[config.mk]
export PLATFORM = sky130hd
export DESIGN_NAME = spi_pixel_buffer_ctrl
export DESIGN_NICKNAME = d
export VERILOG_FILES = /design/src/rtl/spi_pixel_buffer_ctrl.sv
export SDC_FILE = /design/constraint.sdc
export NUM_CORES = 2
export LEC_CHECK = 0
export BUFFER_PORTS_ARGS = -buffer_cell sky130_fd_sc_hd__buf_2
export CORE_MARGIN = 4
export CORE_UTILIZATION = 35
export DETAILED_ROUTE_END_ITERATION = 16
export PLACE_DENSITY = 0.59
export SYNTH_ARGS = -nofsm -noshare
export SYNTH_HDL_FRONTEND = slang
export SYNTH_SLANG_ARGS = --single-unit
[constraint.sdc]
create_clock -name clk -period 18.9 [get_ports clk]
set_clock_uncertainty 0.15 [all_clocks]
set_input_delay 1.89 -clock clk [delete_from_list [all_inputs] [get_ports clk]]
set_output_delay 1.89 -clock clk [all_outputs]
set_load 0.005 [all_outputs]
[src/rtl/spi_pixel_buffer_ctrl.sv]
// Pixel buffer controller sitting behind the SPI slave interface.
// Decodes command bytes, stores pixel bytes in a single-port BRAM, runs
// in-place invert / saturating-add passes and streams the buffer back out.
module spi_pixel_buffer_ctrl #(
    parameter int ADDR_W = 8
) (
    input  logic       clk,
    input  logic       reset,
    input  logic [7:0] cmd_in,
    input  logic       cmd_valid,
    input  logic [7:0] data_in,
    input  logic       data_valid,
    output logic [7:0] data_out,
    output logic       data_out_valid,
    input  logic       data_out_free,
    output logic       busy
);

    localparam int DEPTH = 2 ** ADDR_W;
    localparam logic [ADDR_W-1:0] PTR_ZERO = '0;
    localparam logic [ADDR_W-1:0] PTR_ONE  = {{(ADDR_W-1){1'b0}}, 1'b1};
    localparam logic [ADDR_W-1:0] PTR_LAST = '1;

    localparam logic [7:0] CMD_CLR_PTR = 8'h01;
    localparam logic [7:0] CMD_WRITE   = 8'h02;
    localparam logic [7:0] CMD_READ    = 8'h03;
    localparam logic [7:0] CMD_INVERT  = 8'h04;
    localparam logic [7:0] CMD_ADD     = 8'h05;

    typedef enum logic [3:0] {
        S_IDLE     = 4'd0,
        S_WRITE    = 4'd1,
        S_ARG_WAIT = 4'd2,
        S_OP_RD    = 4'd3,
        S_OP_WAIT  = 4'd4,
        S_OP_WR    = 4'd5,
        S_RD_ADDR  = 4'd6,
        S_RD_WAIT  = 4'd7,
        S_RD_SEND  = 4'd8
    } state_t;

    state_t            state_q, state_d;
    logic [ADDR_W-1:0] wr_ptr_q, wr_ptr_d;
    logic [ADDR_W-1:0] rd_ptr_q, rd_ptr_d;
    logic [ADDR_W-1:0] op_addr_q, op_addr_d;
    logic [7:0]        operand_q, operand_d;
    logic              op_add_q, op_add_d;
    logic [7:0]        data_out_q, data_out_d;
    logic              data_out_valid_q, data_out_valid_d;
    logic              busy_q, busy_d;

    logic [7:0]        mem [0:DEPTH-1];
    logic [7:0]        mem_rdata_q;
    logic [ADDR_W-1:0] mem_addr;
    logic              mem_we;
    logic [7:0]        mem_wdata;

    logic       cmd_clr;
    logic       cmd_accept;
    logic       data_ok;
    logic       send_ok;
    logic [8:0] add_sum;
    logic [7:0] op_result;

    // Shared decode terms; a byte arriving with a command is always dropped.
    always_comb begin
        cmd_clr    = cmd_valid && (cmd_in == CMD_CLR_PTR);
        cmd_accept = cmd_valid && ((state_q == S_IDLE) || (state_q == S_WRITE));
        data_ok    = data_valid && !cmd_valid;
        send_ok    = (state_q == S_RD_SEND) && data_out_free && !data_out_valid_q;
        add_sum    = {1'b0, mem_rdata_q} + {1'b0, operand_q};
        if (op_add_q) begin
            op_result = add_sum[8] ? 8'hFF : add_sum[7:0];
        end else begin
            op_result = 8'hFF - mem_rdata_q;
        end
    end

    // State register and datapath flops.
    always_ff @(posedge clk) begin
        if (reset) begin
            state_q          <= S_IDLE;
            wr_ptr_q         <= PTR_ZERO;
            rd_ptr_q         <= PTR_ZERO;
            op_addr_q        <= PTR_ZERO;
            operand_q        <= 8'h00;
            op_add_q         <= 1'b0;
            data_out_q       <= 8'h00;
            data_out_valid_q <= 1'b0;
            busy_q           <= 1'b0;
        end else begin
            state_q          <= state_d;
            wr_ptr_q         <= wr_ptr_d;
            rd_ptr_q         <= rd_ptr_d;
            op_addr_q        <= op_addr_d;
            operand_q        <= operand_d;
            op_add_q         <= op_add_d;
            data_out_q       <= data_out_d;
            data_out_valid_q <= data_out_valid_d;
            busy_q           <= busy_d;
        end
    end

    // Pixel buffer: one shared port, registered read, contents survive reset.
    always_ff @(posedge clk) begin
        if (mem_we) begin
            mem[mem_addr] <= mem_wdata;
        end
        mem_rdata_q <= mem[mem_addr];
    end

    // Next-state logic; CLR_PTR returns to IDLE from any state.
    always_comb begin
        state_d = state_q;
        if (cmd_clr) begin
            state_d = S_IDLE;
        end else begin
            case (state_q)
                S_IDLE, S_WRITE: begin
                    if (cmd_accept) begin
                        case (cmd_in)
                            CMD_WRITE:  state_d = S_WRITE;
                            CMD_READ:   state_d = S_RD_ADDR;
                            CMD_INVERT: state_d = S_OP_RD;
                            CMD_ADD:    state_d = S_ARG_WAIT;
                            default:    state_d = state_q;
                        endcase
                    end else begin
                        state_d = state_q;
                    end
                end
                S_ARG_WAIT: state_d = data_ok ? S_OP_RD : S_ARG_WAIT;
                S_OP_RD:    state_d = S_OP_WAIT;
                S_OP_WAIT:  state_d = S_OP_WR;
                S_OP_WR:    state_d = (op_addr_q == PTR_LAST) ? S_IDLE : S_OP_RD;
                S_RD_ADDR:  state_d = S_RD_WAIT;
                S_RD_WAIT:  state_d = S_RD_SEND;
                S_RD_SEND: begin
                    if (send_ok) begin
                        state_d = (rd_ptr_q == PTR_LAST) ? S_IDLE : S_RD_ADDR;
                    end else begin
                        state_d = S_RD_SEND;
                    end
                end
                default:    state_d = S_IDLE;
            endcase
        end
    end

    // Output and datapath logic: pointers, BRAM port control, return byte, busy.
    always_comb begin
        wr_ptr_d         = wr_ptr_q;
        rd_ptr_d         = rd_ptr_q;
        op_addr_d        = op_addr_q;
        operand_d        = operand_q;
        op_add_d         = op_add_q;
        data_out_d       = data_out_q;
        data_out_valid_d = 1'b0;
        mem_addr         = wr_ptr_q;
        mem_we           = 1'b0;
        mem_wdata        = data_in;

        if (cmd_accept) begin
            case (cmd_in)
                CMD_READ:   rd_ptr_d = PTR_ZERO;
                CMD_INVERT: begin
                    op_addr_d = PTR_ZERO;
                    op_add_d  = 1'b0;
                end
                default:    op_add_d = op_add_q;
            endcase
        end else begin
            op_add_d = op_add_q;
        end

        case (state_q)
            S_WRITE: begin
                mem_addr = wr_ptr_q;
                if (data_ok) begin
                    mem_we   = 1'b1;
                    wr_ptr_d = wr_ptr_q + PTR_ONE;
                end else begin
                    mem_we   = 1'b0;
                end
            end
            S_ARG_WAIT: begin
                if (data_ok) begin
                    operand_d = data_in;
                    op_addr_d = PTR_ZERO;
                    op_add_d  = 1'b1;
                end else begin
                    operand_d = operand_q;
                end
            end
            S_OP_RD, S_OP_WAIT: mem_addr = op_addr_q;
            S_OP_WR: begin
                mem_addr  = op_addr_q;
                mem_wdata = op_result;
                mem_we    = !cmd_clr;
                op_addr_d = op_addr_q + PTR_ONE;
            end
            S_RD_ADDR, S_RD_WAIT: mem_addr = rd_ptr_q;
            S_RD_SEND: begin
                mem_addr = rd_ptr_q;
                if (send_ok && !cmd_clr) begin
                    data_out_valid_d = 1'b1;
                    data_out_d       = mem_rdata_q;
                    rd_ptr_d         = rd_ptr_q + PTR_ONE;
                end else begin
                    data_out_valid_d = 1'b0;
                end
            end
            default: mem_we = 1'b0;
        endcase

        if (cmd_clr) begin
            wr_ptr_d = PTR_ZERO;
            rd_ptr_d = PTR_ZERO;
        end else begin
            wr_ptr_d = wr_ptr_d;
        end

        case (state_d)
            S_ARG_WAIT, S_OP_RD, S_OP_WAIT, S_OP_WR,
            S_RD_ADDR, S_RD_WAIT, S_RD_SEND: busy_d = 1'b1;
            default:                         busy_d = 1'b0;
        endcase
    end

    assign data_out       = data_out_q;
    assign data_out_valid = data_out_valid_q;
    assign busy           = busy_q;

endmodule

==> results.txt <==
----------------------------------------------------
[Status]
  Result of the run ... complete, no violations

[Place]
  Worst slack at placement ... 12470 ps
  GPL Wtd Cong ... 0.8305
  Port-buffer cells ... 30
  HPWL after DPL ... 122900 µm

[Critical path]
  Worst stage delay on the critical path ... 930 ps
  Worst Path Required ... 19450 ps
  Startpoint of the lowest-slack register-to-register path ... state_q[3]$_SDFF_PP0_
  Data arrival time of the worst path ... 7150 ps
  Classification of the worst setup path ... flip-flop to flip-flop
  Library cell contributing the largest single delay on the critical path ... a2111oi_0
  Setup slack of the worst register-to-register path ... 12290 ps
  CP Cell Sequence ... nor4b_4 -> and2_1 -> nor2_2 -> buf_4 -> and2_4 -> buf_12 -> buf_4 -> a222oi_1 -> a21oi_1 -> a2111oi_0 -> nand3_1 -> o22ai_1 -> mux2i_1
  Startpoint kind of the worst setup timing path ... flip-flop
  Cell depth of the worst flop-to-flop path ... 13
  Capturing point of the worst reg2reg path ... mem_rdata_q[2]$_DFF_P_
  Critical path fanouts, max ... 143
  Most frequent cell on the critical path ... buf_4
  Kind of capture point of the worst setup path ... flip-flop

[Pwr]
  Worst IR drop on VDD ... 0.07659 mV
  Clock group share of total power ... 0.432
  Net switching power ... 1866 µW
  Static power due to leakage ... 0.02786 µW
  Total power density per cell area ... 103.5 nW/µm²
  Sequential Power Share ... 0.553
  Internal power ... 7380 µW
  Comb pwr share ... 0.014
  Switching portion of total power ... 0.2018

[Timing]
  Max-Slew Margin vs Limit ... 0.07858
  Least-Margin Pin Slew ... 1382 ps
  Setup WS post-layout ... 12290 ps
  Setup repair after global routing missed its margin ... no
  Setup-violating endpoint count in the final report ... 0
  FMAX ... 0.1513 GHz
  Total count of max-transition violations in the final report ... 0
  Aggregate negative setup slack ... 0 ps
  Share of the cycle needed by the critical path after routing ... 0.3496
  Final-report hold violation count ... 0
  Min Clock Period, post-route ... 6607 ps

[Route]
  Vias per std cell ... 5.805
  Average wire per cell in the routed design ... 27.22 µm
  Number of vias in the routed layout ... 47027
  Post-route antenna net violation count ... 0
  Detailed-route DRC error count ... 0
  Initial DRC count ... 7620
  Number of iterations in the first detailed-routing pass ... 10
  Final WL ... 220500 µm

[Yosys]
  Distinct cell type count of the synthesized netlist ... 86
  Leading register cell type out of synthesis ... edfxtp_1
  Fraction of post-synthesis cell area in the top cell type by area ... 0.7745
  Mapped cell area ... 79400 µm²
  Post-synthesis instance total ... 4977
  Number of warnings printed during yosys synthesis ... 0
  FFs w/ async S/R, synth ... 0
  Avg Inst Size Synth ... 15.95 µm²
  EDFF count, synth ... 2048
  Top cell type by total area after synthesis ... edfxtp_1
  Portion of the post-synthesis area used by sequential elements ... 0.7884
  Leading cell types by total area after synthesis ... edfxtp_1 (77%), a222oi_1 (4.2%), a22oi_1 (2.4%), nand2_1 (2.1%), nor2_1 (2.0%)
  Syn_nets ... 5010
  Synthesized flop and latch total ... 2103

[CTS]
  Number of setup buffers added after CTS ... 0
  Clock buffers created by TritonCTS ... 207
  Cell at the root of the clock tree ... clkbuf_16
  CTS HTree Levels ... 4
  Clock Sinks ... 2103
  # hold bufs at CTS ... 0
  Deepest clock path buffer count ... 3
  CTS clock-pin slew for the worst setup and hold paths ... 60 ps
  Cells resized by post-CTS repair ... 0
  TritonCTS clock tree ... done
  Source-to-sink clock delay at the later pin of the worst-skew pair ... 860 ps

[Flow run]
  Max-cap violation count ... 0

[Worst hold path]
  Worst hold path class ... flip-flop to flip-flop
  Startpoint of the most critical hold path ... data_out[0]$_SDFFE_PP0P_
  Worst Hold Depth ... 2
  Hold path endpoint ... data_out[0]$_SDFFE_PP0P_

[Cells and area]
  Share of final-layout standard cells stronger than drive strength 1 ... 0.08906
  Fill cells ... 20273
  Layout Area Growth over Synthesis ... 12.53%
  Antenna cells ... 0
  Total Nets Final ... 4971

[Floorplanning]
  Area of the die ... 234500 µm²
  Core Footprint ... 225300 µm²
  Die W ... 484.3 µm
  Top-level I/O count ... 31
  Starting density of the core ... 0.3524
  Die height ... 484.3 µm
  Number of cell rows ... 174

[Global route]
  Global routing usage summed across all routing layers ... 0.1817
  Layer carrying the most global-route usage ... met2
  Total gr overflow ... 0
  GR Util met3 ... 0.03563
  Global-route wire length before repair ... 320200 µm
  Via count of the first global-routing pass ... 45573
  Met2 track demand over resource ... 0.2912
  Grt met1 use ... 0.2491
  Initial antenna violation count ... 6
  Maximum number of pins on one net before global-route repair ... 200

----------------------------------------------------
## per-layer routing
layer,vias up,part of all wire
li1,20187,-
met3,382,0.091
met2,2367,0.47
met1,24091,0.40
met4,0,0.031
met5,-,0
## cells in the mapped netlist (all sizes together) (6+ instances only)
| master | n |
|---|---|
| xnor2 | 8 |
| a221oi | 6 |
| xor2 | 8 |
| o2111ai | 20 |
| o221ai | 35 |
| dfxtp | 55 |
| ha | 11 |
| a211oi | 27 |
| inv | 18 |
| a21oi | 293 |
| nand3 | 45 |
| nand3b | 8 |
| nand2 | 453 |
| and3 | 10 |
| a22o | 36 |
| and2 | 10 |
| a31oi | 7 |
| nor3 | 17 |
| clkbuf | 194 |
| nor4 | 33 |
| a2111oi | 22 |
| a32oi | 12 |
| nand2b | 7 |
| mux2i | 20 |
| o22ai | 71 |
| or2 | 7 |
| o31ai | 29 |
| a22oi | 256 |
| a222oi | 337 |
| buf | 169 |
| nand4 | 12 |
| nor2 | 419 |
| o2bb2ai | 14 |
| edfxtp | 2048 |
| o21ai | 189 |
| a311oi | 7 |
## sequential cells by signal, summed over array words and instances, names as in the netlist
name            count
mem_rdata_q         8
mem              2048
data_out_valid      1
data_out            8
op_addr_q           8
wr_ptr_q            8
op_add_q            1
operand_q           8
state_q             4
rd_ptr_q            8
busy                1
## final cells by class
type	count	area, µm²	share of cell area
Multi-Input combinational cell	2493	15460	0.1730
Clock inverter	117	1076	0.01204
Clock buffer	263	5493	0.06147
Sequential cell	2103	62600	0.7006
Tap cell	2992	3744	0.04190
Timing Repair Buffer	115	913.4	0.01022
Inverter	18	67.56	0.0007562
## power by group through the flow
stage          Sequential, µW  Clock (µW)  Combinational [µW]
2_1_floorplan            5260           0                59.5
3_3_place_gp             5210           0                 131
6_report                 5120        4000                 133
4_1_cts                  5120        4040                 134
3_5_place_dp             5210           0                 134
5_1_grt                  5110        4250                 141
## through the flow
step / hold WS, ps / instance area [µm²] / utilization / total power (µW) / instances
5_1_grt: 376.4 / 89350 / 0.3965 / 9499 / 8101
4_1_cts: 341.2 / 89350 / 0.3965 / 9294 / 8101
2_1_floorplan: 320.3 / 79400 / - / 5324 / 4977
6_report: 337.3 / 89350 / 0.3965 / 9245 / 8101
3_3_place_gp: 321.0 / 82780 / 0.3674 / 5345 / 7721
3_5_place_dp: 324.3 / 82780 / 0.3674 / 5348 / 7721
## worst max-delay path: cells and delay by family (launching register included)
kind	cells	cell delay [ps]
compound gates	4	2110
buf+inv	3	1050
flops	1	820
mux	1	180
simple gates	5	1980
## how the worst max path moves through the flow
stage / slack (ps) / start / end / depth (start not counted)
4_1_cts: 12440 / state_q[3]$_SDFF_PP0_ / mem_rdata_q[2]$_DFF_P_ / 13
3_5_place_dp: 12470 / state_q[3]$_SDFF_PP0_ / mem_rdata_q[2]$_DFF_P_ / 13
3_3_place_gp: 12520 / state_q[3]$_SDFF_PP0_ / mem_rdata_q[1]$_DFF_P_ / 13
2_1_floorplan: 4680 / operand_q[0]$_SDFFE_PP0P_ / mem[0][6]$_DFFE_PP_ / 13
5_1_grt: 12100 / state_q[3]$_SDFF_PP0_ / mem_rdata_q[2]$_DFF_P_ / 13
6_report: 12290 / state_q[3]$_SDFF_PP0_ / mem_rdata_q[2]$_DFF_P_ / 13
## logic make-up (layout without fill, tap and decap cells)
logic type | after synthesis | count (layout) | share of synthesized area
fa+ha+maj | 12 | 12 | 0.001985
buf+inv | 381 | 513 | 0.02014
simple gates | 1047 | 1047 | 0.05517
mux | 21 | 21 | 0.002663
xor+xnor | 16 | 16 | 0.001765
compound gates | 1397 | 1397 | 0.1299
flops | 2103 | 2103 | 0.7884
## cell usage in the layout (no fill, tap or decap), drive strengths merged, types with 11 or more instances in the layout
cell | Yosys | final
edfxtp | 2048 | 2048
nand2 | 453 | 453
nor2 | 419 | 419
a222oi | 337 | 337
a21oi | 293 | 293
clkbuf | 194 | 263
a22oi | 256 | 256
o21ai | 189 | 189
buf | 169 | 115
clkinv | 0 | 90
o22ai | 71 | 71
dfxtp | 55 | 55
nand3 | 45 | 45
a22o | 36 | 36
o221ai | 35 | 35
nor4 | 33 | 33
o31ai | 29 | 29
a211oi | 27 | 27
inv | 18 | 25
a2111oi | 22 | 22
mux2i | 20 | 20
o2111ai | 20 | 20
nor3 | 17 | 17
o2bb2ai | 14 | 14
bufinv | 0 | 14
nand4 | 12 | 12
a32oi | 12 | 12
ha | 11 | 11
No activity file was read; power rests on OpenSTA's default activity.
